## src/rtl/enc_pkg.sv

```systemverilog
// Shared types and helpers for the round-robin priority encoder.
//   enc_state_e : result-register occupancy (EMPTY / FULL)
//   idx_w()     : index width for a W-line request vector
//   ptr_inc()   : advance the priority pointer with an explicit wrap at W-1
package enc_pkg;

  typedef enum logic [0:0] {
    ST_EMPTY = 1'b0,
    ST_FULL  = 1'b1
  } enc_state_e;

  // Index width for w request lines. Never below 1 bit.
  function automatic int idx_w(input int w);
    if (w <= 1) begin
      return 1;
    end else begin
      return $clog2(w);
    end
  endfunction

  // Next pointer after granting index idx. The wrap is explicit so that a
  // non-power-of-two w never leaves the pointer at a value >= w.
  function automatic int unsigned ptr_inc(input int unsigned idx, input int unsigned w);
    if (idx >= w - 32'd1) begin
      return 32'd0;
    end else begin
      return idx + 32'd1;
    end
  endfunction

endpackage

```

## src/rtl/enc_rr_sel.sv

```systemverilog
// Combinational round-robin select.
//   i_req   : multi-hot request vector
//   i_ptr   : current priority position (0..W-1)
//   o_grant : one-hot grant, or all-zero when i_req is zero
// The first pass looks only at requests at or above i_ptr; if none are set,
// the second, unmasked pass wraps around to the lowest request overall.
module enc_rr_sel
  import enc_pkg::*;
#(
  parameter  int W     = 8,
  localparam int IDX_W = idx_w(W)
) (
  input  logic [W-1:0]     i_req,
  input  logic [IDX_W-1:0] i_ptr,
  output logic [W-1:0]     o_grant
);

  logic [W-1:0] mask_s;
  logic [W-1:0] masked_s;
  logic [W-1:0] lsb_masked_s;
  logic [W-1:0] lsb_all_s;

  // Thermometer mask: ones at and above the pointer.
  always_comb begin
    mask_s = '0;
    for (int i = 0; i < W; i++) begin
      mask_s[i] = (i >= int'(i_ptr));
    end
  end

  assign masked_s = i_req & mask_s;

  // x & -x isolates the lowest set bit.
  assign lsb_masked_s = masked_s & (~masked_s + W'(1'b1));
  assign lsb_all_s    = i_req & (~i_req + W'(1'b1));

  // Prefer the masked pass; fall back to the wrap-around pass.
  always_comb begin
    if (|masked_s) begin
      o_grant = lsb_masked_s;
    end else begin
      o_grant = lsb_all_s;
    end
  end

endmodule

```

## src/rtl/enc_rr.sv

```systemverilog
// Round-robin priority encoder with a registered, valid/ready output stage.
//   clk, arst      : clock, asynchronous active-high reset
//   i_vld, i_req   : request vector and its valid; o_rdy accepts it
//   o_vld, o_oh    : registered result valid and one-hot grant
//   o_idx          : registered binary index of the grant
//   i_rdy          : downstream consumes the result this cycle
//   i_lock         : only when ENC_RR_LOCK_EN is defined; an accept with
//                    i_lock=1 leaves the priority pointer where it is
// Optional build macro: ENC_RR_LOCK_EN.
module enc_rr
  import enc_pkg::*;
#(
  parameter  int W     = 8,
  localparam int IDX_W = idx_w(W)
) (
  input  logic             clk,
  input  logic             arst,
  input  logic             i_vld,
  input  logic [W-1:0]     i_req,
  output logic             o_rdy,
  output logic             o_vld,
  output logic [W-1:0]     o_oh,
  output logic [IDX_W-1:0] o_idx,
  input  logic             i_rdy
`ifdef ENC_RR_LOCK_EN
  ,
  input  logic             i_lock
`endif
);

  enc_state_e       state_q, state_d;
  logic [W-1:0]     oh_q, oh_d;
  logic [IDX_W-1:0] idx_q, idx_d;
  logic [IDX_W-1:0] ptr_q, ptr_d;

  logic [W-1:0]     grant_s;
  logic [IDX_W-1:0] gidx_s;
  logic             accept_s;
  logic             lock_s;

`ifdef ENC_RR_LOCK_EN
  assign lock_s = i_lock;
`else
  assign lock_s = 1'b0;
`endif

  enc_rr_sel #(.W(W)) u_sel (
    .i_req   (i_req),
    .i_ptr   (ptr_q),
    .o_grant (grant_s)
  );

  // One-hot to binary: OR together the indices of set bits.
  always_comb begin
    gidx_s = '0;
    for (int i = 0; i < W; i++) begin
      if (grant_s[i]) begin
        gidx_s = gidx_s | IDX_W'(i);
      end else begin
        gidx_s = gidx_s;
      end
    end
  end

  assign o_vld    = (state_q == ST_FULL);
  assign o_rdy    = !o_vld | i_rdy;
  assign accept_s = i_vld & o_rdy;

  // Next-state: load on nonzero accept, drain on consume, otherwise hold.
  always_comb begin
    state_d = state_q;
    oh_d    = oh_q;
    idx_d   = idx_q;
    ptr_d   = ptr_q;
    if (accept_s && (|i_req)) begin
      state_d = ST_FULL;
      oh_d    = grant_s;
      idx_d   = gidx_s;
      if (lock_s) begin
        ptr_d = ptr_q;
      end else begin
        ptr_d = IDX_W'(ptr_inc(32'(gidx_s), 32'(W)));
      end
    end else if (i_rdy) begin
      // Consumed (or already empty) with nothing new to load.
      state_d = ST_EMPTY;
    end else begin
      state_d = state_q;
    end
  end

  // State and output registers.
  always_ff @(posedge clk or posedge arst) begin
    if (arst) begin
      state_q <= ST_EMPTY;
      oh_q    <= '0;
      idx_q   <= '0;
      ptr_q   <= '0;
    end else begin
      state_q <= state_d;
      oh_q    <= oh_d;
      idx_q   <= idx_d;
      ptr_q   <= ptr_d;
    end
  end

  assign o_oh  = oh_q;
  assign o_idx = idx_q;

endmodule

```

## config.mk

```make
export PLATFORM = sky130hd
export DESIGN_NAME = enc_rr
export DESIGN_NICKNAME = d
export VERILOG_FILES = /design/src/rtl/enc_pkg.sv /design/src/rtl/enc_rr_sel.sv /design/src/rtl/enc_rr.sv
export SDC_FILE = /design/constraint.sdc
export NUM_CORES = 1
export LEC_CHECK = 0
export CORE_ASPECT_RATIO = 0.75
export CORE_MARGIN = 2
export CORE_UTILIZATION = 48
export CTS_CLUSTER_DIAMETER = 200
export DETAILED_ROUTE_END_ITERATION = 7
export GPL_TIMING_DRIVEN = 0
export PLACE_DENSITY = 0.78
export SLEW_MARGIN = 20
export SYNTH_ARGS = -nofsm -noshare
export SYNTH_HDL_FRONTEND = slang
export SYNTH_SLANG_ARGS = --single-unit
export TNS_END_PERCENT = 100
```

## constraint.sdc

```tcl
create_clock -name clk -period 3.1 [get_ports clk]
set_input_delay 0.465 -clock clk [delete_from_list [all_inputs] [get_ports clk]]
set_output_delay 0.465 -clock clk [all_outputs]
set_load 0.01 [all_outputs]
```

==> Word-level counts from Yosys, hierarchy flattened <==
Index checks and enable logic that the tools add are counted.
{ "totals": {"register_bits": 15, "out_inout_bits": 13} }
{ "op_classes": {"n_addsub": 3, "n_lt_le_gt_ge": 8, "muxes": 11, "bitwise_logic": 7, "reduce_logical": 5} }
{ "op_table": {"columns": ["cell", "count"], "rows": [
  ["$and A8 B8 Y8", 3],
  ["$add A8 B1 Y8 const B", 2],
  ["$not A8 Y8", 2],
  ["$reduce_or A8 Y1", 2],
  ["$mux W3", 5],
  ["$ge A3 B3 Y1 const A", 3],
  ["$mux W8", 1],
  ["$ge A1 B3 Y1 const A", 2],
  ["$ge A2 B3 Y1 const A", 2],
  ["$mux W2", 2],
  ["$add A3 B1 Y3 const B", 1],
  ["$ge A3 B3 Y1 const B", 1],
  ["$mux W1", 3],
  ["$reduce_bool A2 Y1", 1],
  ["$and A1 B1 Y1", 1],
  ["$logic_and A1 B1 Y1", 1],
  ["$logic_not A1 Y1", 1],
  ["$or A1 B1 Y1", 1]
]} }

==> Longest topological paths before layout <==
Gate-level depths: netlist of run 1.
{ "depth": {"depth_word": 15, "mapped_depth": 10, "depth_no_buf": 9} }

==> Hierarchy <==
Synthesis of run 1 repeated with hierarchy kept, for this count alone.
{ "hier_totals": {"cells_unflattened": 96, "hier_area_um2": 962.2} }
{ "modules_own_cells": {"columns": ["module", "n_inst", "cells_per_inst", "area_each_um2", "seq_area_each_um2"], "rows": [
  ["enc_rr", 1, 46, 664.4, 375.4],
  ["enc_rr_sel", 1, 50, 297.8, 0.0]
]} }

==> Worst setup path after synthesis of run 1 <==
No wires, ideal clock.
{ "synth_timing": {"path_type": "in2reg", "from": "in i_req[0]", "to": "reg ptr_q[2]", "setup_ns": 0.121, "arrival_time_ns": 2.403, "setup_slack_ns": 0.576, "cell_stages": 9, "path_buffers": 0, "path_cell_list": "or4_4 -> nor4_4 -> nand2_1 -> a211o_1 -> nand3_1 -> ha_1 -> ha_1 -> nor3b_1 -> a22o_1"} }
{ "synth_via": {"elab_chain_cells": 14} }
{ "synth_rtl": {"columns": ["item", "line_no", "source"], "rows": [
  ["start: declaration", "enc_rr.sv:19", "input logic [W-1:0] i_req,"],
  ["$and A8 B8 Y8", "enc_rr_sel.sv:31", "assign masked_s = i_req & mask_s;"],
  ["$not A8 Y8", "enc_rr_sel.sv:34", "assign lsb_masked_s = masked_s & (~masked_s + W'(1'b1));"],
  ["$add A8 B1 Y8", "enc_rr_sel.sv:34", null],
  ["$and A8 B8 Y8", "enc_rr_sel.sv:34", null],
  ["$mux W8 (*)", "enc_rr_sel.sv:39", "if (|masked_s) begin"],
  ["$mux W1", "enc_rr.sv:57", "if (grant_s[i]) begin"],
  ["$mux W2 (2 in a row)", "enc_rr.sv:57", null],
  ["$mux W3 (3 in a row)", "enc_rr.sv:57", null],
  ["$mux W3 (*)", "enc_rr.sv:57", null],
  ["net gidx_s[0]", "enc_rr.sv:37", "logic [IDX_W-1:0] gidx_s;"],
  ["$add A3 B1 Y3 / $ge A3 B3 Y1 (equally long branches)", "enc_pkg.sv:27, enc_pkg.sv:24", null],
  ["$mux W3 (*)", "enc_pkg.sv:24", "if (idx >= w - 32'd1) begin"],
  ["end signal: assignment", "enc_rr.sv:103", "ptr_q <= ptr_d;"],
  ["end: declaration", "enc_rr.sv:34", "logic [IDX_W-1:0] ptr_q, ptr_d;"]
]} }
Mark *: on every way through the listed nets, which the timed path passes. The rest lies on a longest branch.
A chain may end at the register's enable or synchronous reset.

==> Worst setup path after layout of run 1 <==
{ "layout_timing": {"from": "in i_req[1]", "to": "reg ptr_q[2]"} }
Same word-level chain as after synthesis.

==> metrics, run 1 <==
Final Wtd Congestion=0.8690; chip height=43.40 µm; Synth area leaders=dfrtp_1 (38%), nand2_1 (8.3%), a41oi_1 (3.5%); Tcrit/Tclk final=95.00%; EDFF count, synth=0; H-tree lvl count=1; Crit. Startpoint=i_req[1]; largest net degree at the start of global routing=16; Pleak=0.5257 nW; max-cap viol count=0; Hold Path End=o_oh[6]$_DFFE_PP0P_; global-route wire length before repair=4.347 mm; Area Overhead vs Synth=29.97%; DR pass1 iterations=4; Final Hold Viols=0; clk buf depth=2; vias in the first global route=950; clk_lat worst skew=0.29 ns; grt met2 use=35.58%; Seq/Total Area, Yosys=between 30% and 40%; core area=0.001979 mm²; CP Data Required Time=3.29 ns; WHS Path Cells=2; DP Area=around 0.0013 mm²; R2R depth=10; Synth async-reset ratio=100.0%; final worst slack=around 0.15 ns; cts bufs inserted=3; setup TNS=0 ns; worst reg2reg path endpoint=ptr_q[2]$_DFFE_PP0P_; crit path max fanout=7; Initial Util=50.19%; WL final=approximately 2.6 mm; Clock Sinks=15; Syn Inst Count=roughly 120; Die W=56.53 µm; Cell Area, Synth=around 1000 µm²; Mapped Avg Cell Area=about 8.4 µm²; wire per inst=15.55 µm; Final ANT Viol Nets=0; final instance area=~0.0013 mm²; DP HPWL=roughly 2 mm; crit path kind=in2reg; vias=1057; total gr overflow=0; net count after synthesis=between 100 and 150; commonest cells in the netlist=nand2_1 (22), dfrtp_1 (15), nor2_1 (8); Final Core Density=65.23%; CP max stage delay=0.61 ns; FMAX=339.5 MHz; Place WS=-0.1260 ns; Clock Tree Root=clkbuf_4; RSZ-0062 raised after global routing=no; Total GRT Usage=23.00%; Final min period=2.945 ns; Synth Flop Type=dfrtp_1; fraction of layout cells with a size suffix above 1=around 7.5%; hold buffer count at cts=0; slowest CP cell=or4_4; std cell rows=14; DRC Markers=0; CP most frequent cell=ha_1; post-synth cell types=40; hold wc startpoint=o_oh[6]$_DFFE_PP0P_; skew final=0.006338 ns; M3 GR Usage=7.463%; max-slew violation count=0; initial antenna violation count=0; status=finished clean; PostCTS Resize Cnt=0; Clock Pin Slew Worst Setup and Hold Paths=0.09 ns; IO Count=25; Setup Buffers After CTS=0; most common cell in the netlist=nand2_1; number of fillers in the final layout=about 190; CTS tree=yes; # diodes=0; crit path DAT=3.13 ns; Worst-Margin Slew=0.5788 ns; final setup vio count=0; Startpoint Class=primary input; die area=0.002453 mm²; FF+latch count, synth=15; top-area cell type share of the netlist area=a little under two fifths; FF-to-FF Start=ptr_q[1]$_DFFE_PP0P_; R2R Setup Slk=0.41 ns; Top Usage Layer GRT=met2; Final nets=161; Syn. warnings=0; PortBufs=24; Cell Pwr Density=690.6 mW/mm²; largest area contributor in the netlist=dfrtp_1; total power=891.7 µW; Setup crit end kind=register; M1 GR Usage=31.68%; Worst VDD drop=~0.42 mV; First DRT Iteration DRCs=42; Vias/cell=6.218; hold crit path type=reg2reg; worst-path cell chain=clkdlybuf4s50_1 -> or4_4 -> nor4_4 -> nand2_1 -> a211o_1 -> nand3_1 -> ha_1 -> ha_1 -> nor3b_1 -> a22o_1; relative max-transition margin=61.37%
## power by group
part           internal [mW]  leakage (nW)  total [mW]  switching (mW)
Sequential             0.256         0.193       0.293          0.0366
Clock                 0.0480        0.0177       0.113          0.0652
Combinational          0.219         0.315       0.486           0.266
## layer usage
metal	routed length [µm]	vias to the layer above
li1	-	497
met1	1207	491
met2	1205	67
met3	218	2
met4	13	0
met5	0	-
## worst max-delay path, delay by kind of cell
family / cells / cell delay, ns
buffers and inverters: 1 / 0.53
AO/OA/AOI/OAI: 2 / 0.53
AND/OR/NAND/NOR: 5 / 1.23
adder cells (fa/ha/maj): 2 / 0.36
## final cells by class
type | count | area (µm²) | area share (%)
buffer | 5 | 20.02 | 1.550
clock buffer | 3 | 22.52 | 1.744
tap | 24 | 30.03 | 2.326
timing repair buffer | 24 | 240.2 | 18.60
sequential | 15 | 375.4 | 29.07
inverter | 5 | 18.77 | 1.453
clock inverter | 1 | 5.005 | 0.3876
multi-input combinational | 93 | 579.3 | 44.86
## placed cells by master (no fill, tap or decap), types with 2 or more instances in the layout
master / Yosys / final
a21oi_1: 4 / 4
a31oi_1: 2 / 2
a32o_1: 2 / 2
a32oi_1: 2 / 2
a41oi_1: 4 / 4
and4b_1: 2 / 2
clkbuf_1: 4 / 4
clkbuf_4: 0 / 3
clkdlybuf4s50_1: 0 / 24
dfrtp_1: 15 / 15
ha_1: 2 / 2
inv_1: 4 / 4
nand2_1: 22 / 22
nand3_1: 3 / 3
nor2_1: 8 / 8
nor2b_1: 3 / 3
nor3_1: 4 / 4
o211ai_1: 2 / 2
o21ai_0: 6 / 6
o21ai_1: 4 / 4
o21bai_1: 3 / 3
or2_2: 2 / 2
## cells by family (layout without fill, tap and decap cells)
| kind of cell | Yosys count | count (layout) | synth area share (%) |
|---|---|---|---|
| AOI/OAI and AO/OA | 37 | 37 | 26.45 |
| adders and majority gates | 2 | 2 | 2.518 |
| buffers and inverters | 10 | 38 | 3.903 |
| DFF | 15 | 15 | 37.78 |
| and+or+nand+nor | 54 | 54 | 29.35 |
## worst max-delay path by stage
stage                                 endpoint  depth (start not counted)  slack [ns]
final                     ptr_q[2]$_DFFE_PP0P_                         10        0.15
after global routing      ptr_q[2]$_DFFE_PP0P_                         10        0.06
after CTS                 ptr_q[2]$_DFFE_PP0P_                         10        0.19
after detailed placement  ptr_q[2]$_DFFE_PP0P_                         10       -0.13
after global placement    ptr_q[2]$_DFFE_PP0P_                         10       -0.11
after floorplan           ptr_q[2]$_DFFE_PP0P_                          9        0.58
## registers in the layout (all words and copies together), names as in the netlist
name,count
o_oh,8
o_idx,3
ptr_q,3
o_vld,1
## metrics by stage
| stage | std cells | hold slack (ns) |
|---|---|---|
| 3_3_place_gp | 166 | 0.4671 |
| 4_1_cts | 170 | 0.4959 |
| 2_1_floorplan | 118 | 0.3665 |
| 3_5_place_dp | 166 | 0.4707 |
| 6_report | 170 | 0.4897 |
| 5_1_grt | 170 | 0.5282 |
Power figures use the tool's default switching activity.
==> run 2, diff against run 1 <==
Settings changed: CTS_CLUSTER_DIAMETER 200 to default, GPL_TIMING_DRIVEN 0 to default.
==> run 2 against run 1 <==
- clock skew is essentially flat
- global-route usage is 0.90 points higher
- power is 1.5% higher
- combinational power fell by 5.8%
- maximum frequency is 6.3% higher
- non-clock buffer count up 8
- setup slack improved by 0.18 ns
- worst hold slack worse by 0.0037 ns
- first-iteration DRC count fell by 38%
- cell count increased by 4.7%
- largest cell class unchanged
- largest power group unchanged
==> metrics, run 2 (synthesized netlist as in run 1, its figures left out) <==
vias=1058; status=finished clean; Cell Pwr Density=661.5 mW/mm²; Psw=362.9 µW; RSZ-0062 raised after global routing=no; IO Count=25; die area=0.002453 mm²; max reg flops=8; chip height=43.40 µm; Gate power share=50.6%; PostCTS Resize Cnt=0; First DRT Iteration DRCs=26; FF-to-FF Start=ptr_q[1]$_DFFE_PP0P_; clk_lat worst skew=0.28 ns; relative max-transition margin=a little over three fifths; Pleak=roughly 0.58 nW; DP Area=0.001341 mm²; hold crit path type=reg2reg; setup TNS=0 ns; CTS tree=yes; worst hold margin=0.4860 ns; global-route wire length before repair=between 4 and 5 mm; DP HPWL=between 2 and 2.5 mm; total gr overflow=0; Flop pwr share=between 30% and 40%; switch share=40.12%; total power=904.6 µW; crit path max fanout=3; Clock Sinks=15; Initial Util=50.19%; Clock Tree Root=clkbuf_4; final setup vio count=0; Clock Pin Slew Worst Setup and Hold Paths=0.09 ns; # diodes=0; core area=0.001979 mm²; Startpoint Class=primary input; hold buffer count at cts=0; Final min period=between 2 and 3 ns; clk buf depth=2; Final ANT Viol Nets=0; Crit. Startpoint=i_req[0]; crit path kind=in2reg; skew final=~0.0061 ns; Area Overhead vs Synth=37.66%; PortBufs=24; H-tree lvl count=1; wire per inst=roughly 15 µm; max-slew violation count=0; Final Wtd Congestion=0.9061; Final Hold Viols=0; Worst VDD drop=0.5732 mV; Total GRT Usage=23.90%; vias in the first global route=1004; max-cap viol count=0; initial antenna violation count=0; Non-Filler Instances=~180; hold wc startpoint=o_oh[3]$_DFFE_PP0P_; Inst Count DP=approximately 170; fraction of layout cells with a size suffix above 1=14.29%; Final nets=between 150 and 200; WL final=2.636 mm; Worst-Margin Slew=0.5568 ns; DR pass1 iterations=4; cts bufs inserted=3; CP Data Required Time=3.28 ns; DRC Markers=0; crit path DAT=between 2 and 3 ns; Vias/cell=5.944; FMAX=~360 MHz; Setup crit end kind=register; commonest non-fill, non-tap cell in the layout=clkdlybuf4s50_1; commonest cells after routing, fill and taps aside=clkdlybuf4s50_1 (24), nand2_1 (22), dfrtp_1 (15); final instance area=0.001368 mm²; Setup Buffers After CTS=0; largest net degree at the start of global routing=16; Int Power=541.7 µW; Tcrit/Tclk final=between 80% and 90%; std cell rows=14; Die W=56.53 µm; Clock Power Share=12.3%
[run 2: worst paths after layout]
check | end | slack, ns | cells after the start
max | ptr_q[2]$_DFFE_PP0P_ | 0.33 | 10
min | o_oh[3]$_DFFE_PP0P_ | 0.49 | 2
max reg2reg | ptr_q[2]$_DFFE_PP0P_ | 0.50 | 9
min reg2reg | o_oh[3]$_DFFE_PP0P_ | 0.49 | 2
max in group asynchronous | ptr_q[1]$_DFFE_PP0P_ | 2.21 | 2
min in group asynchronous | o_oh[4]$_DFFE_PP0P_ | 0.52 | 2
[run 2: per-layer routing]
| metal | wire length [µm] | up-vias | track usage (%) |
|---|---|---|---|
| met4 | 15 | 0 | 5.714 |
| met1 | 1272 | 496 | 34.62 |
| met5 | 0 | - | 0 |
| li1 | - | 515 | - |
| met2 | 1143 | 45 | 35.58 |
| met3 | 204 | 2 | 7.164 |
[run 2: power by group through the flow]
stage	sequential [mW]	combinational, mW	clock [mW]
6_report	0.335	0.458	0.112
5_1_grt	0.344	0.507	0.124
4_1_cts	0.331	0.457	0.114
3_5_place_dp	0.334	0.457	0
3_3_place_gp	0.331	0.445	0
2_1_floorplan	0.312	0.275	0
[run 2: area by class of cell]
type | count | area, µm²
fillers | 161 | 611.8
multi-input cells | 93 | 579.3
flip-flops and latches | 15 | 375.4
repair buffers | 37 | 337.8
well taps | 24 | 30.03
clock buffers | 4 | 26.28
inverters | 5 | 18.77
[run 2: worst max-delay path: stages]
cell and delay [ns]:
clkdlybuf4s50_1 0.42, or4_4 0.56, nor4_4 0.28, nand2_1 0.09, a211o_1 0.33, nand3_1 0.10, ha_1 0.15, ha_1 0.22
nor3b_1 0.13, a22o_1 0.21
[run 2: per-stage QoR]
stage | util [%] | worst slack (ns)
6_report | 69.09 | 0.3301
5_1_grt | 69.09 | 0.1936
4_1_cts | 69.09 | 0.3509
3_5_place_dp | 67.76 | 0.03951
3_3_place_gp | 67.76 | 0.07246
2_1_floorplan | - | 0.5764
